**src/rtl/guess_entry_pkg.sv**
```systemverilog
// Shared types and constants for the guess_entry digit-entry stage.
package guess_entry_pkg;

    localparam int NUM_DIGITS = 3;
    localparam int DIGIT_W    = 4;
    localparam int LEN_W      = 2;
    localparam int MAX_DIGIT  = 9;

    typedef enum logic [2:0] {
        ST_EMPTY  = 3'd0,
        ST_PART   = 3'd1,
        ST_FULL   = 3'd2,
        ST_COMMIT = 3'd3,
        ST_LOCK   = 3'd4
    } state_t;

    function automatic logic has_dup(input logic [DIGIT_W-1:0] a,
                                     input logic [DIGIT_W-1:0] b,
                                     input logic [DIGIT_W-1:0] c);
        return (a == b) || (a == c) || (b == c);
    endfunction

endpackage

```
**src/rtl/entry_buffer.sv**
```systemverilog
// Three-slot decimal edit buffer with append, backspace and clear.
// Clear wins over append/backspace; the caller guarantees at most one request per cycle.
module entry_buffer
    import guess_entry_pkg::*;
(
    input  logic               CLK,
    input  logic               reset,
    input  logic               append,
    input  logic               back,
    input  logic               clear,
    input  logic [DIGIT_W-1:0] digit,
    output logic [DIGIT_W-1:0] slots [NUM_DIGITS],
    output logic [LEN_W-1:0]   len
);

    always_ff @(posedge CLK) begin
        if (reset || clear) begin
            for (int i = 0; i < NUM_DIGITS; i++) slots[i] <= '0;
            len <= '0;
        end else if (append && len < LEN_W'(NUM_DIGITS)) begin
            for (int i = 0; i < NUM_DIGITS; i++)
                if (len == LEN_W'(i)) slots[i] <= digit;
            len <= len + 1'b1;
        end else if (back && len != '0) begin
            // vacated slot returns to 0 so a later commit never sees stale digits
            for (int i = 0; i < NUM_DIGITS; i++)
                if (len == LEN_W'(i + 1)) slots[i] <= '0;
            len <= len - 1'b1;
        end
    end

endmodule

```
**src/rtl/guess_entry.sv**
```systemverilog
// Digit-entry FSM: collects three digits, validates on Enter, commits answer then guesses.
// Optional GUESS_DUP_CHECK_EN rejects entries containing a repeated digit.
module guess_entry
    import guess_entry_pkg::*;
#(
    parameter int MAX_GUESS = 10
) (
    input  logic               CLK,
    input  logic               reset,
    input  logic               key_valid,
    input  logic [DIGIT_W-1:0] key_digit,
    input  logic               key_enter,
    input  logic               key_back,
    output logic [DIGIT_W-1:0] oNum1,
    output logic [DIGIT_W-1:0] oNum2,
    output logic [DIGIT_W-1:0] oNum3,
    output logic               oNumRdy,
    output logic [LEN_W-1:0]   oLen,
    output logic               oErr,
    output logic [3:0]         oGuessCnt,
    output logic               oLocked,
    output state_t             state_dbg
);

    // Strobes are single-cycle; key_back > key_enter > key_valid, one acts per cycle.
    state_t             state, state_next;
    logic               do_append, do_back, do_clear, do_commit, err_next;
    logic               entry_ok, answered;
    logic [LEN_W-1:0]   len, len_after;
    logic [DIGIT_W-1:0] slots [NUM_DIGITS];

    entry_buffer u_buf (
        .CLK    (CLK),
        .reset  (reset),
        .append (do_append),
        .back   (do_back),
        .clear  (do_clear),
        .digit  (key_digit),
        .slots  (slots),
        .len    (len)
    );

`ifdef GUESS_DUP_CHECK_EN
    assign entry_ok = !has_dup(slots[0], slots[1], slots[2]);
`else
    assign entry_ok = 1'b1;
`endif

    always_comb begin
        state_next = state;
        do_append  = 1'b0;
        do_back    = 1'b0;
        do_clear   = 1'b0;
        do_commit  = 1'b0;
        err_next   = 1'b0;
        len_after  = len;
        case (state)
            ST_EMPTY, ST_PART, ST_FULL: begin
                if (key_back) begin
                    if (len != '0) begin
                        do_back   = 1'b1;
                        len_after = len - 1'b1;
                    end
                end else if (key_enter) begin
                    if (state == ST_FULL && entry_ok) begin
                        do_commit = 1'b1;
                        do_clear  = 1'b1;
                    end else begin
                        err_next = 1'b1;
                    end
                end else if (key_valid && key_digit <= DIGIT_W'(MAX_DIGIT)
                             && len < LEN_W'(NUM_DIGITS)) begin
                    do_append = 1'b1;
                    len_after = len + 1'b1;
                end
                if (do_commit)                          state_next = ST_COMMIT;
                else if (len_after == '0)               state_next = ST_EMPTY;
                else if (len_after == LEN_W'(NUM_DIGITS)) state_next = ST_FULL;
                else                                    state_next = ST_PART;
            end
            // the counter increments on leaving COMMIT, so lock when it is one short
            ST_COMMIT: state_next = (answered && oGuessCnt == 4'(MAX_GUESS - 1)) ? ST_LOCK : ST_EMPTY;
            ST_LOCK:   state_next = ST_LOCK;
            default:   state_next = ST_EMPTY;
        endcase
    end

    always_ff @(posedge CLK) begin
        if (reset) begin
            state     <= ST_EMPTY;
            oNum1     <= '0;
            oNum2     <= '0;
            oNum3     <= '0;
            oNumRdy   <= 1'b0;
            oErr      <= 1'b0;
            oGuessCnt <= '0;
            oLocked   <= 1'b0;
            answered  <= 1'b0;
        end else begin
            state   <= state_next;
            oNumRdy <= do_commit;
            oErr    <= err_next;
            oLocked <= (state_next == ST_LOCK);
            if (do_commit) begin
                oNum1 <= slots[0];
                oNum2 <= slots[1];
                oNum3 <= slots[2];
            end
            if (state == ST_COMMIT) begin
                if (!answered)                          answered  <= 1'b1;
                else if (oGuessCnt != 4'(MAX_GUESS))    oGuessCnt <= oGuessCnt + 1'b1;
            end
        end
    end

    assign oLen      = len;
    assign state_dbg = state;

endmodule
```
**config.mk**
```make
export PLATFORM = sky130hd
export DESIGN_NAME = guess_entry
export DESIGN_NICKNAME = d
export VERILOG_FILES = /design/src/rtl/guess_entry_pkg.sv /design/src/rtl/entry_buffer.sv /design/src/rtl/guess_entry.sv
export SDC_FILE = /design/constraint.sdc
export NUM_CORES = 1
export LEC_CHECK = 0
export CORE_ASPECT_RATIO = 1.75
export CORE_MARGIN = 3
export CORE_UTILIZATION = 30
export CTS_BUF_LIST = sky130_fd_sc_hd__clkbuf_8
export DETAILED_ROUTE_END_ITERATION = 16
export SYNTH_ARGS = -nofsm -noshare
export SYNTH_HDL_FRONTEND = slang
export SYNTH_SLANG_ARGS = --single-unit
```
**constraint.sdc**
```tcl
create_clock -name CLK -period 1.9 [get_ports CLK]
set_clock_uncertainty 0.05 [all_clocks]
set_input_delay 0.19 -clock CLK [delete_from_list [all_inputs] [get_ports CLK]]
set_output_delay 0.19 -clock CLK [all_outputs]
set_load 0.005 [all_outputs]
```
# Word level (Yosys, flattened, before mapping)
# Index checks and enable logic that the tools add are counted.
# op_classes
n_div,0
n_reduce_logical,20
shifts,0
n_eq_ne,14
bitwise_logic,2
order_cmp,2
muxes,34
n_mul,0
n_addsub,3
# ops
operator,count
12-bit two-way mux,2
4-bit two-way mux,6
2-bit two-way mux,10
1-bit two-way mux,14
3-bit AND reduction,4
2-bit nonzero test,5
3-bit case mux with 3 select lines,1
"2-bit == test, second input constant",3
"3-bit by 2-bit == test with 1-bit output, second input constant",2
"3-bit == test, second input constant",2
"2-bit != test, second input constant",3
1-bit logical AND,5
"4-bit by 1-bit adder with 4-bit output, second input constant",1
"4-bit == test, second input constant",1
"4-bit <= comparator, second input constant",1
2-bit zero test,2
"4-bit != test, second input constant",1
4-bit OR reduction,1
"3-bit by 1-bit == test with 1-bit output, second input constant",1
3-bit zero test,1
3-bit two-way mux,1
3-bit OR reduction,1
"2-bit by 1-bit adder with 2-bit output, second input constant",1
"2-bit by 1-bit == test with 1-bit output, second input constant",1
other kinds (4),5
# totals
out_inout_bits,24
mem_count,0
input_bits,9
latchBits,0
mem_bits_rw,0
reg_bits,37
mem_bits_ro,0

# Depth between registers and ports, before layout
# Gate-level depths: netlist of run 1.
# logic_depth
ltp_word,13
ltp_mapped,8
ltp_nobuf,8

# Modules after synthesis
# From an unflattened synthesis of run 1, not the netlist that was laid out.
# unflattened
cells_unflattened,197
area_unflattened_um2,1784.2
# by_module_without_submodules
module,cells_each,instances,area_per_inst_um2
guess_entry,128,1,1098.6
entry_buffer,69,1,685.7

# Worst setup path after synthesis of run 1
# OpenSTA, ideal clock, no wires.
# synth_timing
kind,register to register
start,reg u_buf.len[0]
end,reg state[0] (netlist: state_dbg[0])
arrival_ps,1837
path_stages_with_launch,9
required_ps,1724
setup_ps,126
period_less_slack_ps,2013
path_slack_ps,-113
path_cell_list,dfxtp_1 -> ha_1 -> or3b_4 -> nor2_4 -> mux2i_1 -> o21ai_0 -> ha_1 -> nor2_1 -> nor3_1
# synth_via
elab_chain_len,11
# synth_lines
item,line,text
"start, declared",entry_buffer.sv:13,output logic [LEN_W-1:0] len
"start signal, assigned",entry_buffer.sv:23,len <= len + 1'b1;
"start signal, assigned",entry_buffer.sv:28,len <= len - 1'b1;
2-bit less-than comparator,guess_entry.sv:72,&& len < LEN_W'(NUM_DIGITS)) begin
1-bit logical AND,guess_entry.sv:72,
2-bit two-way mux,guess_entry.sv:71,end else if (key_valid && key_digit <= DIGIT_W'(MAX_DIGIT)
2-bit two-way mux,guess_entry.sv:64,end else if (key_enter) begin
2-bit two-way mux (*),guess_entry.sv:59,if (key_back) begin
2-bit two-way mux (*),guess_entry.sv:57,case (state)
2-bit == test,guess_entry.sv:78,else if (len_after == LEN_W'(NUM_DIGITS)) state_next = ST_FULL;
2-bit two-way mux,guess_entry.sv:78,
2-bit two-way mux (*),guess_entry.sv:77,else if (len_after == '0) state_next = ST_EMPTY;
2-bit two-way mux (*),guess_entry.sv:76,if (do_commit) state_next = ST_COMMIT;
3-bit case mux with 3 select lines (*),guess_entry.sv:57,
"end signal, assigned",guess_entry.sv:100,state <= state_next;
"end, declared",guess_entry.sv:26,"state_t state, state_next;"
# Mark *: on every way between the ends. The rest lies on a longest branch, timed or not. The select of a mux whose other input is x is not followed.
# A chain may end at the register's enable or synchronous reset.

# Worst setup path after layout of run 1
# layout_timing
start,reg u_buf.len[0]
end,reg u_buf.slots[8] in the netlist's numbering
# layout_via
elab_chain_len,9
# layout_lines
item,line,text
2-bit less-than comparator,"entry_buffer.sv:20, guess_entry.sv:72",
1-bit logical AND,guess_entry.sv:72,
1-bit two-way mux,guess_entry.sv:71,
1-bit two-way mux,guess_entry.sv:64,
1-bit two-way mux,guess_entry.sv:59,
1-bit two-way mux,guess_entry.sv:57,
1-bit logical AND,entry_buffer.sv:20,end else if (append && len < LEN_W'(NUM_DIGITS)) begin
2-bit != test (no line) or 2-bit nonzero test (tied branches),-,
3-bit AND reduction (no line),-,
"end signal, assigned by index",entry_buffer.sv:22,if (len == LEN_W'(i)) slots[i] <= digit;
"end, declared",entry_buffer.sv:12,"output logic [DIGIT_W-1:0] slots [NUM_DIGITS],"
# Parallel ways exist; a longest one is shown, timed or not.

==> results.cfg, run 1 <==
[run_status]
status = completed

[drt]
firstDrtPassIters = 4
vias_per_cell = 4.72
vias = 1473
wire_per_inst_um = 13.2
drc = 0
ant_nets = 0
wl_um = 4100
drtIter0Drc = 50

[grt]
grt-ovfl-total = 0
grt_pass1_wl_um = 6700
grt_pass1_vias = 1462
antenna_found_initial = 0
grt_max_degree = 12
grt_use_total_pct = 12.7

[synth]
yosysUniqueCellTypes = 45
synth.area.top_cells = dfxtp_1 (43%), mux2i_1 (8.2%), ha_1 (6.6%)
synth_warnings = 0
synth-main-ff-cell = dfxtp_1
synth_area_um2 = 1710
synthCells = 177
synth_edf_count = 0
avgSynthCellArea_um2 = 9.68
async_flop_share_pct = 0
synth_seq_cells = 37
synthesis.nets = 195
synth_top_area_share_pct = 43.2
seq_area_frac_synth_pct = 43.2
synth_area_leader_cell = dfxtp_1

[clock_tree]
cts_buffers = 5
cts_max_level = 2
postCtsSetupRepairBufs = 0
hold_buffers = 0
clk_pin_slew_ns = 0.07
cts_tree = yes
clockBufferDepth = 2
cts.root.buffer_cell = clkbuf_8
cts_sinks = 37
clock_latency_ns = 0.29

[timing]
worst_pin_slew_ns = 0.355
finalCriticalPeriod_ns = 1.90
setup_viol = 0
fin_crit_sh_pct = 99.8
rsz0062_at_grt = yes
timing.fmax_mhz = 527
maxSlewHeadroom_pct = 76.3
finalHoldViolations = 0
slew_viol_final = 0

[job]
cap_violations = 0

[placement]
gp_congestion = 0.806
dp_hpwl_um = 3230
dp.cells = 304
dpl_cell_area_um2 = 2330
portBuffers = 32

[cells_and_area]
design_area_um2 = 2460
layout.cells.non_filler = 312
final_common_cell = dfxtp_1
nFillCells = 542
drive_above_1_share_pct = 25.2
syn2layout_area_growth_pct = 43.5
mostFrequentLayoutCells = dfxtp_1 (35), clkdlybuf4s50_1 (32), buf_4 (24)
antenna_cells = 0
layout.nets = 255

[pwr]
leakage_uw = 0.000917
p_sw_uw = 430
ir_worst_vdd_mv = 0.290
swShare_pct = 26.4
comb_power_share_pct = 18.3
power_frac_seq_pct = 49.8
power.density_nw_per_um2 = 664
clkPwrFrac_pct = 31.9
intPower_uw = 1200

[worst_setup_path]
required_ns = 2.08
critical_path.most_common_cell = buf_6
cp-start-kind = flip-flop
slowest_delay_ns = 0.39
cp_max_fo = 8
crit_slowest_cell = or3b_4
crit_type = reg -> reg
crit_path_end_kind = flip-flop
crit_arrival_ns = 2.08
crit_chain = ha_4 > or3b_4 > buf_6 > nor4_4 > buf_6 > and3_4 > a32o_2

[floorplanning]
initial_core_util_pct = 31.8
die_x_um = 63.1
pin_count = 33
die_height_um = 106
core_area_um2 = 5390
die-area_um2 = 6690
rows = 35

[worst_hold_path]
hold_class = reg -> reg
[power by group through the flow]
| stage | Clock, µW | Sequential, µW | Combinational (µW) |
|---|---|---|---|
| after floorplan | 0 | 830 | 143 |
| after global placement | 0 | 830 | 287 |
| after detailed placement | 0 | 830 | 286 |
| after CTS | 543 | 812 | 295 |
| after global routing | 571 | 815 | 323 |
| final | 521 | 812 | 298 |
[through the flow]
stage / setup TNS (ns) / worst slack [ns] / power [µW] / util, % / hold slack [ns]
floorplan: 0 / 0.00157 / 974 / - / 0.267
global placement: -3.08 / -0.192 / 1120 / 43.3 / 0.395
detailed placement: -3.07 / -0.214 / 1120 / 43.3 / 0.413
CTS: 0 / 0.00257 / 1650 / 45.3 / 0.428
global route: -0.700 / -0.0951 / 1710 / 45.6 / 0.447
finish: 0 / 0.00389 / 1630 / 45.6 / 0.430
[layer usage]
metal,GRT usage [%],vias to the layer above,wire length [µm]
li1,-,757,-
met3,1.90,11,126
met2,22.9,30,2150
met1,13.3,675,1660
met5,0,-,0
met4,8.37,0,161
[cells by family after synthesis]
kind of cell	Yosys count	synth area share (%)
and+or+nand+nor	64	21.3
DFF	37	43.2
AOI/OAI and AO/OA	36	15.3
buffers and inverters	14	3.87
muxes	14	8.18
adders and majority gates	9	6.57
xor gates and xnor gates	3	1.53
[area by class of cell]
| type | count | area, µm² | area share [%] |
|---|---|---|---|
| clock buffer | 5 | 68.8 | 2.80 |
| clock inverter | 3 | 15.0 | 0.611 |
| inverter | 6 | 22.5 | 0.916 |
| multi-input combinational | 126 | 947 | 38.5 |
| sequential | 37 | 746 | 30.3 |
| tap | 74 | 92.6 | 3.77 |
| timing repair buffer | 61 | 566 | 23.0 |
[state kept, by name, summed over array words and instances, names as in the netlist]
name	count
oErr	1
answered	1
oGuessCnt	4
oLocked	1
u_buf.slots	12
oNum1	4
state_dbg	3
oNumRdy	1
oNum3	4
u_buf.len	2
oNum2	4
[cell usage after synthesis, types with 2 or more instances]
master,instances
a211oi_1,2
a21oi_1,9
a32o_2,4
a32oi_1,2
buf_2,2
clkbuf_1,4
dfxtp_1,37
ha_1,9
inv_1,6
mux2i_1,14
nand2_1,5
nand3_1,9
nand3b_1,2
nand4_1,6
nor2_1,22
nor2b_1,4
nor3_1,3
nor3b_1,2
o21ai_0,8
xnor2_1,2
[what timing repair did]
item                                    CTS  global route
gates cloned                              0             0
hold endpoints to repair                  0             0
pin swaps                                 3             9
endpoints found under the setup margin   13            14
gates resized for setup                   7             9
[critical path: cells and delay by family (launching register included)]
kind | cells | cell delay, ns
adders and majority gates | 1 | 0.16
and+or+nand+nor | 3 | 0.84
AOI/OAI and AO/OA | 1 | 0.12
DFF | 1 | 0.36
buffers and inverters | 2 | 0.32
[final timing paths]
path                   from             end  slack (ns)  cells after the start
min          u_buf.slots[5]  u_buf.slots[5]        0.43                      2
max reg2reg    u_buf.len[0]  u_buf.slots[8]       0.004                      7
max            u_buf.len[0]  u_buf.slots[8]       0.004                      7
min reg2reg  u_buf.slots[5]  u_buf.slots[5]        0.43                      2
No activity file was read; power rests on OpenSTA's default activity.
==> run 2, diff against run 1 <==
- CTS_CLUSTER_DIAMETER: not set -> 50
==> results of run 2 <==
The final DEF is identical to that of run 1; final timing and power are the same.
